==> src/rtl/fp_div_seq_pkg.sv <==
// Shared definitions for the sequential FP divide front-end: state codes, flag layout, constants.
// Latency: none (definitions only).
// Backpressure: none (definitions only).
package fp_div_seq_pkg;

    // Controller state encoding
    localparam logic [1:0] ST_IDLE   = 2'd0;
    localparam logic [1:0] ST_SETTLE = 2'd1;
    localparam logic [1:0] ST_WAIT   = 2'd2;
    localparam logic [1:0] ST_RESP   = 2'd3;

    // Response / sticky flag vector layout {timeout,inv,div_zero,ov,un,inexact}
    localparam int FLAG_W      = 6;
    localparam int FL_TIMEOUT  = 5;
    localparam int FL_INV      = 4;
    localparam int FL_DIV_ZERO = 3;
    localparam int FL_OV       = 2;
    localparam int FL_UN       = 1;
    localparam int FL_INEXACT  = 0;

    // Result substituted when the divider never reports completion
    localparam logic [31:0]       QNAN_32       = 32'h7FC0_0000;
    localparam logic [FLAG_W-1:0] TIMEOUT_FLAGS = 6'b110000;

    // IEEE-754 rounding mode codes as driven on div_round_m
    localparam logic [2:0] RM_RNE = 3'b000;
    localparam logic [2:0] RM_RTZ = 3'b001;
    localparam logic [2:0] RM_RDN = 3'b010;
    localparam logic [2:0] RM_RUP = 3'b011;
    localparam logic [2:0] RM_RMM = 3'b100;

    // Assemble a flag vector in the canonical bit order
    function automatic logic [FLAG_W-1:0] pack_flags(
        input logic timeout,
        input logic inv,
        input logic div_zero,
        input logic ov,
        input logic un,
        input logic inexact
    );
        logic [FLAG_W-1:0] f;
        f              = '0;
        f[FL_TIMEOUT]  = timeout;
        f[FL_INV]      = inv;
        f[FL_DIV_ZERO] = div_zero;
        f[FL_OV]       = ov;
        f[FL_UN]       = un;
        f[FL_INEXACT]  = inexact;
        return f;
    endfunction

endpackage

==> src/rtl/fp_div_seq.sv <==
// Sequencer that issues one divide to an external FP divider and returns its result with flags.
// Latency: 1 + MIN_LAT + k + 1 cycles from request handshake to rsp_valid (k = WAIT cycles before done).
// Backpressure: one op in flight; req_ready only in IDLE, response held in RESP until rsp_ready.
module fp_div_seq
    import fp_div_seq_pkg::*;
#(
    parameter int W       = 32,
    parameter int MIN_LAT = 3,
    parameter int TIMEOUT = 64
) (
    input  logic              clk,
    input  logic              rst,

    input  logic              req_valid,
    output logic              req_ready,
    input  logic [W-1:0]      req_a,
    input  logic [W-1:0]      req_b,
    input  logic [2:0]        req_rm,

    output logic              div_act,
    output logic [W-1:0]      div_in1,
    output logic [W-1:0]      div_in2,
    output logic [2:0]        div_round_m,

    input  logic [W-1:0]      div_out,
    input  logic              div_ov,
    input  logic              div_un,
    input  logic              div_done,
    input  logic              div_inv,
    input  logic              div_div_zero,
    input  logic              div_inexact,

    output logic              rsp_valid,
    input  logic              rsp_ready,
    output logic [W-1:0]      rsp_data,
    output logic [FLAG_W-1:0] rsp_flags,

    output logic [FLAG_W-1:0] sticky_flags,
    input  logic              clr_flags
);

    // One shared counter serves both the settle window and the timeout window,
    // so it is sized for the larger of the two and saturates at that bound.
    localparam int CNT_MAX = (MIN_LAT > TIMEOUT) ? MIN_LAT : TIMEOUT;
    localparam int CW      = $clog2(CNT_MAX + 1);

    // Last counter value of each window; a zero-length window still spends one cycle.
    localparam logic [CW-1:0] SETTLE_LAST = CW'((MIN_LAT > 0) ? MIN_LAT - 1 : 0);
    localparam logic [CW-1:0] WAIT_LAST   = CW'((TIMEOUT > 0) ? TIMEOUT - 1 : 0);
    localparam logic [CW-1:0] CNT_SAT     = CW'(CNT_MAX);

    logic [1:0]    state;
    logic [1:0]    state_nxt;
    logic [CW-1:0] cnt;
    logic [CW-1:0] cnt_nxt;
    logic [CW-1:0] cnt_inc;

    logic          issue;
    logic          capture;
    logic          expire;
    logic          rsp_hs;

    // Saturating increment: the counter pins at its maximum instead of wrapping
    always_comb begin
        cnt_inc = cnt;
        if (cnt != CNT_SAT) begin
            cnt_inc = cnt + CW'(1);
        end
    end

    // Next-state decode and event strobes for the datapath registers
    always_comb begin
        state_nxt = state;
        cnt_nxt   = cnt;
        issue     = 1'b0;
        capture   = 1'b0;
        expire    = 1'b0;
        rsp_hs    = 1'b0;
        case (state)
            ST_IDLE: begin
                if (req_valid) begin
                    issue     = 1'b1;
                    cnt_nxt   = '0;
                    state_nxt = ST_SETTLE;
                end
            end
            ST_SETTLE: begin
                // div_done is deliberately not looked at here: the divider may
                // still be showing the previous operation's completion.
                if (cnt == SETTLE_LAST) begin
                    cnt_nxt   = '0;
                    state_nxt = ST_WAIT;
                end else begin
                    cnt_nxt = cnt_inc;
                end
            end
            ST_WAIT: begin
                // A done seen on the final timeout cycle still counts as a real result.
                if (div_done) begin
                    capture   = 1'b1;
                    state_nxt = ST_RESP;
                end else if (cnt == WAIT_LAST) begin
                    expire    = 1'b1;
                    state_nxt = ST_RESP;
                end else begin
                    cnt_nxt = cnt_inc;
                end
            end
            ST_RESP: begin
                if (rsp_ready) begin
                    rsp_hs    = 1'b1;
                    state_nxt = ST_IDLE;
                end
            end
            default: begin
                state_nxt = ST_IDLE;
            end
        endcase
    end

    // Handshake outputs follow the registered state directly
    assign req_ready = (state == ST_IDLE);
    assign rsp_valid = (state == ST_RESP);

    // State and window counter
    always_ff @(posedge clk or negedge rst) begin
        if (!rst) begin
            state <= ST_IDLE;
            cnt   <= '0;
        end else begin
            state <= state_nxt;
            cnt   <= cnt_nxt;
        end
    end

    // Divider operands: captured at issue and otherwise untouched, so they stay
    // stable through the whole operation including the response phase.
    always_ff @(posedge clk or negedge rst) begin
        if (!rst) begin
            div_in1     <= '0;
            div_in2     <= '0;
            div_round_m <= '0;
        end else if (issue) begin
            div_in1     <= req_a;
            div_in2     <= req_b;
            div_round_m <= req_rm;
        end
    end

    // Divider activity: raised at issue, dropped once a result or timeout is taken
    always_ff @(posedge clk or negedge rst) begin
        if (!rst) begin
            div_act <= 1'b0;
        end else if (issue) begin
            div_act <= 1'b1;
        end else if (capture || expire) begin
            div_act <= 1'b0;
        end
    end

    // Response registers: divider result on done, quiet NaN with timeout+invalid on expiry
    always_ff @(posedge clk or negedge rst) begin
        if (!rst) begin
            rsp_data  <= '0;
            rsp_flags <= '0;
        end else if (capture) begin
            rsp_data  <= div_out;
            rsp_flags <= pack_flags(1'b0, div_inv, div_div_zero, div_ov, div_un, div_inexact);
        end else if (expire) begin
            rsp_data  <= W'(QNAN_32);
            rsp_flags <= TIMEOUT_FLAGS;
        end
    end

    // Sticky accumulation; a clear coinciding with a handshake keeps only that response's flags
    always_ff @(posedge clk or negedge rst) begin
        if (!rst) begin
            sticky_flags <= '0;
        end else if (rsp_hs) begin
            sticky_flags <= clr_flags ? rsp_flags : (sticky_flags | rsp_flags);
        end else if (clr_flags) begin
            sticky_flags <= '0;
        end
    end

endmodule

==> config.mk <==
export PLATFORM = sky130hd
export DESIGN_NAME = fp_div_seq
export DESIGN_NICKNAME = d
export VERILOG_FILES = /design/src/rtl/fp_div_seq_pkg.sv /design/src/rtl/fp_div_seq.sv
export SDC_FILE = /design/constraint.sdc
export NUM_CORES = 1
export LEC_CHECK = 0
export ABC_AREA = 1
export CAP_MARGIN = 15
export CORE_ASPECT_RATIO = 0.5
export CORE_MARGIN = 2
export CORE_UTILIZATION = 36
export CTS_CLUSTER_DIAMETER = 30
export DETAILED_ROUTE_END_ITERATION = 8
export GPL_TIMING_DRIVEN = 0
export MAX_ROUTING_LAYER = met4
export PLACE_DENSITY = 0.73
export SYNTH_ARGS = -nofsm -noshare
export SYNTH_HDL_FRONTEND = slang
export SYNTH_SLANG_ARGS = --single-unit
==> constraint.sdc <==
create_clock -name clk -period 2.2 [get_ports clk]
set_input_delay 0.55 -clock clk [delete_from_list [all_inputs] [get_ports clk]]
set_output_delay 0.55 -clock clk [all_outputs]
set_load 0.02 [all_outputs]
After elaboration in Yosys (flattened, before gate mapping)
Index checks and enable logic that the tools add are counted.

storage, ports and cells
  input bits = 110
  logic and storage cells = 61
  flip-flop bits (word level) = 121
  output and inout port bits = 114

cells by class
  equality and inequality tests = 12
  multiplexer cells = 30
  bitwise logic cells = 1
  $add $sub $neg = 1
  reductions and logical operators = 8

operators by type and width
  operator                                                         number
  32-bit two-way mux                                               2
  7-bit two-way mux                                                5
  6-bit two-way mux                                                5
  7-bit one-hot mux with 3 select lines                            1
  1-bit two-way mux                                                11
  2-bit two-way mux                                                5
  2-bit != test, second input constant                             4
  2-bit one-hot mux with 4 select lines                            1
  4-bit AND reduction                                              2
  7-bit by 1-bit adder with 7-bit output, second input constant    1
  7-bit by 2-bit == test with 1-bit output, second input constant  1
  7-bit by 6-bit == test with 1-bit output, second input constant  1
  7-bit != test, second input constant                             1
  6-bit OR                                                         1
  2-bit nonzero test                                               3
  2-bit == test, second input constant                             2
  3-bit != test, second input constant                             1
  3-bit nonzero test                                               1
  2-bit by 1-bit == test with 1-bit output, second input constant  1
  2-bit zero test                                                  1
  2-bit by 1-bit != test with 1-bit output, second input constant  1
  1-bit logical OR                                                 1

Depth between registers and ports, before layout
Gate-level depths: netlist of the first run.

  depth in word-level cells = 7
  depth in mapped cells = 11
  mapped depth without buffers = 11

Least setup slack after synthesis of the first run
No wires, ideal clock.

  kind = flip-flop to flip-flop
  start point = reg state[0]
  end point = reg div_in2[10]
  path buffers = 2
  setup time = 0.125 ns
  required time = 2.075 ns
  stages on the path, launching flop included = 7
  setup slack = 0.487 ns
  data arrival time = 1.588 ns
  period minus slack after synthesis = 1.713 ns
  cells stage by stage = dfrtp_1 inv_1 ha_1 nand2_1 buf_2 buf_4 mux2_2

between the ends
  longest elaborated chain between the ends = 2

RTL lines
  item                      line               source
  start: declaration        fp_div_seq.sv:52   logic [1:0] state;
  start signal: assignment  fp_div_seq.sv:131  state <= state_nxt;
  2-bit zero test           --
  net req_ready             fp_div_seq.sv:15   output logic req_ready,
  1-bit two-way mux         fp_div_seq.sv:79   case (state)
  end signal: assignment    fp_div_seq.sv:145  div_in2 <= req_b;
  end: declaration          fp_div_seq.sv:22   output logic [W-1:0] div_in2,

The timed path passes the listed nets, and every way through them passes these cells.
A chain may end at the register's enable or synchronous reset.

Final worst setup path of the first run
  start point = reg state[0]
  end point = out req_ready

between the ends
  longest elaborated chain between the ends = 1

RTL lines
  item              line               source
  2-bit zero test   fp_div_seq.sv:122  assign req_ready = (state == ST_IDLE);
  end: declaration  fp_div_seq.sv:15

No other way between the ends.

==> impl_metrics.py, run 1 <==
metrics = {
    "run_status": {
        "status": "complete, no violations",
    },
    "floorplanning": {
        "fp.dieW_um": 168,
        "rows": 29,
        "ios": 224,
        "start_util": 0.376,
        "die_h_um": 86.1,
        "fp.dieArea_um2": 14500,
        "fp.coreArea_um2": 12900,
    },
    "clocking": {
        "cts_tree": "yes",
        "clock-sinks": 121,
        "hold_buffers": 0,
        "clock_latency_ns": 0.41,
        "clkTransAtPathRegs_ns": 0.06,
        "cts_made_buffers": 17,
        "htree_num_levels": 4,
        "cts_buffer_depth": 2,
        "cts_root_buffer": "clkbuf_16",
    },
    "sta": {
        "clock_skew_ns": 0.0104,
        "drv_slew": 0,
        "fin_crit_ns": 2.01,
        "hold_viol_final": 0,
        "rsz0062_at_grt": "false",
        "tightestPinTransition_ns": 0.451,
        "period_share": 0.915,
        "setup_tns_ns": 0,
        "max_freq_mhz": 497,
        "setup_violations": 0,
        "max_slew_margin": 0.699,
    },
    "logic_synthesis": {
        "synth_top_family_by_area": "multiplexers",
        "synthMuxAreaShare": 0.155,
        "synth-main-ff-cell": "dfrtp_1",
        "yosysMostFrequentCell": "dfrtp_1",
        "syn_avg_cell_area_um2": 11.9,
        "yosysTopAreaCell": "dfrtp_1",
        "synth_common_cells": "121 x dfrtp_1, 112 x nand2_1, 67 x mux2_2",
        "synth_enable_flop_cells": 0,
        "yosys.area_share.simple": 0.115,
        "synth.distinct_cells": 25,
        "async_reset_ff_frac": 1.00,
        "synthesis.instances": 408,
        "ys_seq_area_frac": 0.624,
        "yosys_warnings": 0,
        "synth_compound_area_frac": 0.0405,
        "syn_nets": 525,
        "synth_top_cell_area_share": 0.624,
        "synth_adder_area_share": 0.0180,
        "synth-seq-cells": 121,
        "synth_area_leaders": "dfrtp_1 62%, mux2_2 16%, nand2_1 8.7%, inv_1 2.2%, ha_1 1.8%",
        "synth_area_um2": 4860,
        "synth_xor_area_frac": 0.00541,
    },
    "layout": {
        "multi_input_area_um2": 1620,
        "area_growth_pct": 63.4,
        "finalNetCount": 768,
        "final_util": 0.614,
        "drive_gt1_frac": 0.183,
        "n_fill_cell": 1057,
        "antennaDiodeCount": 0,
        "register_area_um2": 3030,
        "postLayoutCellArea_um2": 7930,
    },
    "setup_path": {
        "cp_num_buf_inv": 2,
        "cp.arrival_ns": 1.46,
        "path_depth": 3,
        "cp_cell_sequence": "inv_1, ha_1, dlygate4sd2_1",
        "cpPeakStageDelay_ns": 0.41,
        "end_kind": "primary output",
        "critPathLaunchType": "flop",
        "path_class": "reg2out",
        "crit_family": "buffers and inverters",
        "reg2reg_depth": 6,
        "cp_slowest_cell": "dfrtp_1",
        "cp_data_required_time_ns": 1.65,
        "worstPathMaxFanout": 4,
    },
    "pwr": {
        "power.density_nw_per_um2": 1530,
        "vdd_drop_max_mv": 0.584,
        "power_leakage_nw": 3.54,
        "total_power_mw": 12.1,
    },
    "global_routing": {
        "grtUsageTotal": 0.193,
        "first_global_vias": 3930,
        "overflow": 0,
        "grt_max_degree": 92,
        "antenna_found_initial": 0,
        "grt_pass1_wl_um": 20700,
    },
    "drt": {
        "dr.pass1.iters": 4,
        "wl_met3_um": 416,
        "routed.top_layer": "met4",
        "wl_per_cell_um": 15.9,
        "drt_iter0_markers": 204,
        "remaining_drc_errors": 0,
        "routed_wl_um": 13200,
        "wl_met2_um": 6930,
        "vias": 3749,
        "vias_per_cell": 4.50,
        "ant_nets": 0,
        "met1Wirelength_um": 5500,
    },
    "placed_design": {
        "dpl_cell_area_um2": 7330,
        "gp_congestion": 0.818,
        "dp_hpwl_um": 9880,
        "port_buffers": 223,
    },
    "flow_run": {
        "cap_violations": 0,
    },
    "worst_hold_path": {
        "hp-class": "in2async",
    },
}
[area by class of cell]
| cell class | count | share of cell area |
|---|---|---|
| plain buffers | 13 | 0.0106 |
| clock buffers | 19 | 0.0571 |
| clock inverters | 12 | 0.0188 |
| inverters | 32 | 0.0151 |
| multi-input cells | 242 | 0.205 |
| flip-flops and latches | 121 | 0.382 |
| well taps | 170 | 0.0268 |
| repair buffers | 224 | 0.285 |
[timing repair]
item                       4_1_cts  5_1_grt
setup endpoints to repair        1        1
buffers inserted                 0        0
resized for setup                1        1
[logic make-up (layout without fill, tap and decap cells)]
group                      after synthesis  in the layout
muxes                                   67             67
adders and majority gates                7              7
AOI/OAI and AO/OA                       30             30
xor gates and xnor gates                 3              3
and+or+nand+nor                        135            135
DFF                                    121            121
buffers and inverters                   45            300
[cell usage in the layout, fill, tap and decap left out, types with 3 or more instances in the layout]
cell type	n
o22a_1	9
buf_2	7
buf_4	3
nand3_1	7
clkbuf_16	17
clkinv_2	4
nand2_1	112
a21oi_1	3
inv_2	3
mux2_2	67
clkdlybuf4s50_1	220
bufinv_16	3
dfrtp_1	121
o21ai_0	10
buf_6	3
clkinvlp_4	4
nor2_1	9
o22ai_1	7
inv_1	29
ha_1	7
xor2_1	3
[where the power goes]
group | switching [mW] | total [mW] | internal [mW] | leakage, nW
registers | 0.504 | 3.74 | 3.24 | 1.46
clock network | 1.01 | 2.84 | 1.83 | 0.287
logic | 2.75 | 5.54 | 2.79 | 1.79
[flip-flops by register name, summed over array words and instances, names as in the netlist]
signal	flops
cnt	7
div_act	1
div_in1	32
div_in2	32
div_round_m	3
rsp_data	32
rsp_flags	6
state	2
sticky_flags	6
[per-layer routing]
| metal | vias to the layer above | track usage |
|---|---|---|
| li1 | 1820 | - |
| met1 | 1820 | 0.224 |
| met2 | 83 | 0.328 |
| met3 | 26 | 0.0406 |
| met4 | 0 | 0.0893 |
| met5 | - | - |
[metrics by stage]
step | setup WS [ns] | cells | hold WS (ns)
2_1_floorplan | 0.487 | 408 | 0.254
3_3_place_gp | -4.29 | 801 | 0.456
3_5_place_dp | -0.0883 | 802 | 0.455
4_1_cts | 0.00616 | 833 | 0.0243
5_1_grt | 0.0982 | 833 | 0.0283
6_report | 0.186 | 833 | 0.0251
[worst paths after layout]
kind / slack, ns / endpoint / start
setup / recovery: 0.19 / req_ready / state[0]$_DFFE_PN0P_
hold / removal: 0.03 / div_in2[3]$_DFFE_PN0P_ / rst
setup reg to reg: 0.25 / div_in2[17]$_DFFE_PN0P_ / state[0]$_DFFE_PN0P_
hold reg to reg: 0.47 / rsp_data[14]$_DFFE_PN0P_ / rsp_data[14]$_DFFE_PN0P_
max in group asynchronous: 1.45 / rsp_data[17]$_DFFE_PN0P_ / rst
min in group clk: 0.47 / rsp_data[14]$_DFFE_PN0P_ / rsp_data[14]$_DFFE_PN0P_
Note: power is estimated with default switching activity, not from simulation.
==> run 2: changes to the inputs <==
--- a/config.mk
+++ b/config.mk
@@ -11,6 +11,7 @@
 export CORE_MARGIN = 2
 export CORE_UTILIZATION = 36
 export CTS_CLUSTER_DIAMETER = 30
+export CTS_CLUSTER_SIZE = 24
 export DETAILED_ROUTE_END_ITERATION = 8
 export GPL_TIMING_DRIVEN = 0
 export MAX_ROUTING_LAYER = met4
==> results of run 2 <==
Final layout, timing and power as in run 1 (identical DEF).
==> run 3: changes to the inputs <==
--- a/config.mk
+++ b/config.mk
@@ -10,6 +10,7 @@
 export CORE_ASPECT_RATIO = 0.5
 export CORE_MARGIN = 2
 export CORE_UTILIZATION = 36
+export CTS_BUF_LIST = sky130_fd_sc_hd__clkbuf_4 sky130_fd_sc_hd__clkbuf_8 sky130_fd_sc_hd__clkbuf_16
 export CTS_CLUSTER_DIAMETER = 30
 export CTS_CLUSTER_SIZE = 24
 export DETAILED_ROUTE_END_ITERATION = 8
==> constraint.sdc (replaced) <==
create_clock -name clk -period 2.2 [get_ports clk]
set_input_delay 0.55 -clock clk [delete_from_list [all_inputs] [get_ports clk]]
set_output_delay 0.55 -clock clk [all_outputs]
set_load 0.005 [all_outputs]
==> run 3 against run 2 <==
Effect of this change: count of clock-buffer cells in the layout is the same; sequential share of layout area decreased by 0.090 points; wire length increased by 0.34%; clock power hardly changed; hold slack barely moved; via count is 0.35% higher; sequential cell count unchanged; die area did not move; final area up 0.24%; register-to-register slack got worse by 0.07 ns; final cell count up 0.12%; non-clock buffer count is 1 higher; critical endpoint unchanged; highest routed layer unchanged.
==> impl_metrics.py, run 3 (synthesis gave the netlist of run 1 again) <==
metrics = {
    "placed_design": {
        "port_buffers": 223,
        "dpl_cell_area_um2": 7330,
        "gp_congestion": 0.818,
        "dp_hpwl_um": 9880,
        "pre_cts_slack_ns": -0.0883,
        "dp_cells": 802,
    },
    "global_routing": {
        "overflow": 0,
        "grt_max_degree": 92,
        "grt_pass1_wl_um": 20700,
        "first_global_vias": 3930,
        "antenna_found_initial": 0,
        "grtUsageTotal": 0.193,
    },
    "clocking": {
        "clock_latency_ns": 0.41,
        "clock-sinks": 121,
        "cts_tree": "yes",
        "clkTransAtPathRegs_ns": 0.06,
        "cts_made_buffers": 17,
        "cts_root_buffer": "clkbuf_16",
        "htree_num_levels": 4,
        "cts_buffer_depth": 2,
    },
    "sta": {
        "setup_tns_ns": 0,
        "max_slew_margin": 0.700,
        "period_share": 0.975,
        "hold_viol_final": 0,
        "drv_slew": 0,
        "hold_ws_ns": 0.0253,
        "setup_slack_ns": 0.0560,
        "fin_crit_ns": 2.14,
        "tightestPinTransition_ns": 0.451,
        "max_freq_mhz": 466,
        "setup_violations": 0,
        "clock_skew_ns": 0.0106,
    },
    "setup_path": {
        "cpPeakStageDelay_ns": 0.50,
        "worstPathMaxFanout": 4,
        "critPathLaunchType": "flop",
        "cp_data_required_time_ns": 1.65,
        "cp_cell_sequence": "inv_1, ha_4, clkdlybuf4s50_1",
        "cp_slowest_cell": "clkdlybuf4s50_1",
        "path_class": "reg2out",
        "cp.arrival_ns": 1.59,
        "end_kind": "primary output",
        "crit_family": "buffers and inverters",
        "cp_num_buf_inv": 2,
    },
    "drt": {
        "drt_iter0_markers": 188,
        "wl_per_cell_um": 15.9,
        "vias_per_cell": 4.51,
        "ant_nets": 0,
        "dr.pass1.iters": 4,
        "routed_wl_um": 13300,
        "vias": 3762,
        "remaining_drc_errors": 0,
    },
    "floorplanning": {
        "fp.dieW_um": 168,
        "die_h_um": 86.1,
        "ios": 224,
        "rows": 29,
        "fp.dieArea_um2": 14500,
        "fp.coreArea_um2": 12900,
        "start_util": 0.376,
    },
    "pwr": {
        "power_leakage_nw": 3.53,
        "power.density_nw_per_um2": 1390,
        "vdd_drop_max_mv": 0.525,
        "total_power_mw": 11.0,
    },
    "layout": {
        "drive_gt1_frac": 0.185,
        "final_cell_mix": "222 x clkdlybuf4s50_1, 121 x dfrtp_1, 112 x nand2_1",
        "final_cells": 834,
        "antennaDiodeCount": 0,
        "postLayoutCellArea_um2": 7950,
        "final_common_cell": "clkdlybuf4s50_1",
        "reg_top3": "div_in1: 32 flops, div_in2: 32 flops, rsp_data: 32 flops",
        "finalNetCount": 769,
        "final_util": 0.616,
        "area_growth_pct": 63.7,
    },
    "run_status": {
        "status": "complete, no violations",
    },
    "flow_run": {
        "cap_violations": 0,
    },
    "worst_hold_path": {
        "hp-class": "in2async",
    },
}
==> run 3: report_power, final <==
| group | internal, mW | total [mW] | switching (mW) |
|---|---|---|---|
| sequential | 3.24 | 3.74 | 0.504 |
| combinational | 2.82 | 4.44 | 1.61 |
| clock | 1.83 | 2.84 | 1.01 |
| total | 7.89 | 11.0 | 3.13 |
==> run 3: per-layer routing <==
metal	routed length (µm)	up-vias	share of wire	global-route usage
met2	6970	83	0.52	0.328
met5	0	-	0	-
met4	394	0	0.030	0.0893
li1	-	1824	-	-
met3	416	26	0.031	0.0406
met1	5500	1829	0.41	0.224
==> run 3: worst register-to-register path, cell delays in order (launching register included) <==
cell,delay (ns)
dfrtp_1,0.40
inv_1,0.10
ha_4,0.18
buf_4,0.12
nand2_1,0.21
buf_2,0.31
buf_4,0.24
mux2_2,0.35
==> run 3: layout make-up <==
cell class	instances	area [µm²]
plain buffers	13	83.8
multi-input cells	242	1640
clock buffers	19	453
well taps	170	213
flip-flops and latches	121	3030
clock inverters	12	149
inverters	32	120
repair buffers	225	2270
fillers	1055	4970
==> run 3: path summary, 6_finish.rpt <==
| kind | startpoint | end | slack [ns] | depth (start not counted) |
|---|---|---|---|---|
| worst min-delay path | rst | div_in2[3]$_DFFE_PN0P_ | 0.03 | 1 |
| min in group clk | rsp_data[14]$_DFFE_PN0P_ | rsp_data[14]$_DFFE_PN0P_ | 0.47 | 2 |
| worst min register to register | rsp_data[14]$_DFFE_PN0P_ | rsp_data[14]$_DFFE_PN0P_ | 0.47 | 2 |
| max in group asynchronous | rst | rsp_data[17]$_DFFE_PN0P_ | 1.45 | 2 |
| worst max-delay path | state[0]$_DFFE_PN0P_ | req_ready | 0.06 | 3 |
| worst max register to register | state[0]$_DFFE_PN0P_ | div_in2[17]$_DFFE_PN0P_ | 0.18 | 7 |
==> run 3: what timing repair did <==
| action | in CTS | in global routing |
|---|---|---|
| buffers inserted | 0 | 1 |
| resized for setup | 1 | 1 |
| endpoints found under the setup margin | 1 | 1 |
| hold buffers | 0 | 0 |
| pin swaps | 0 | 1 |
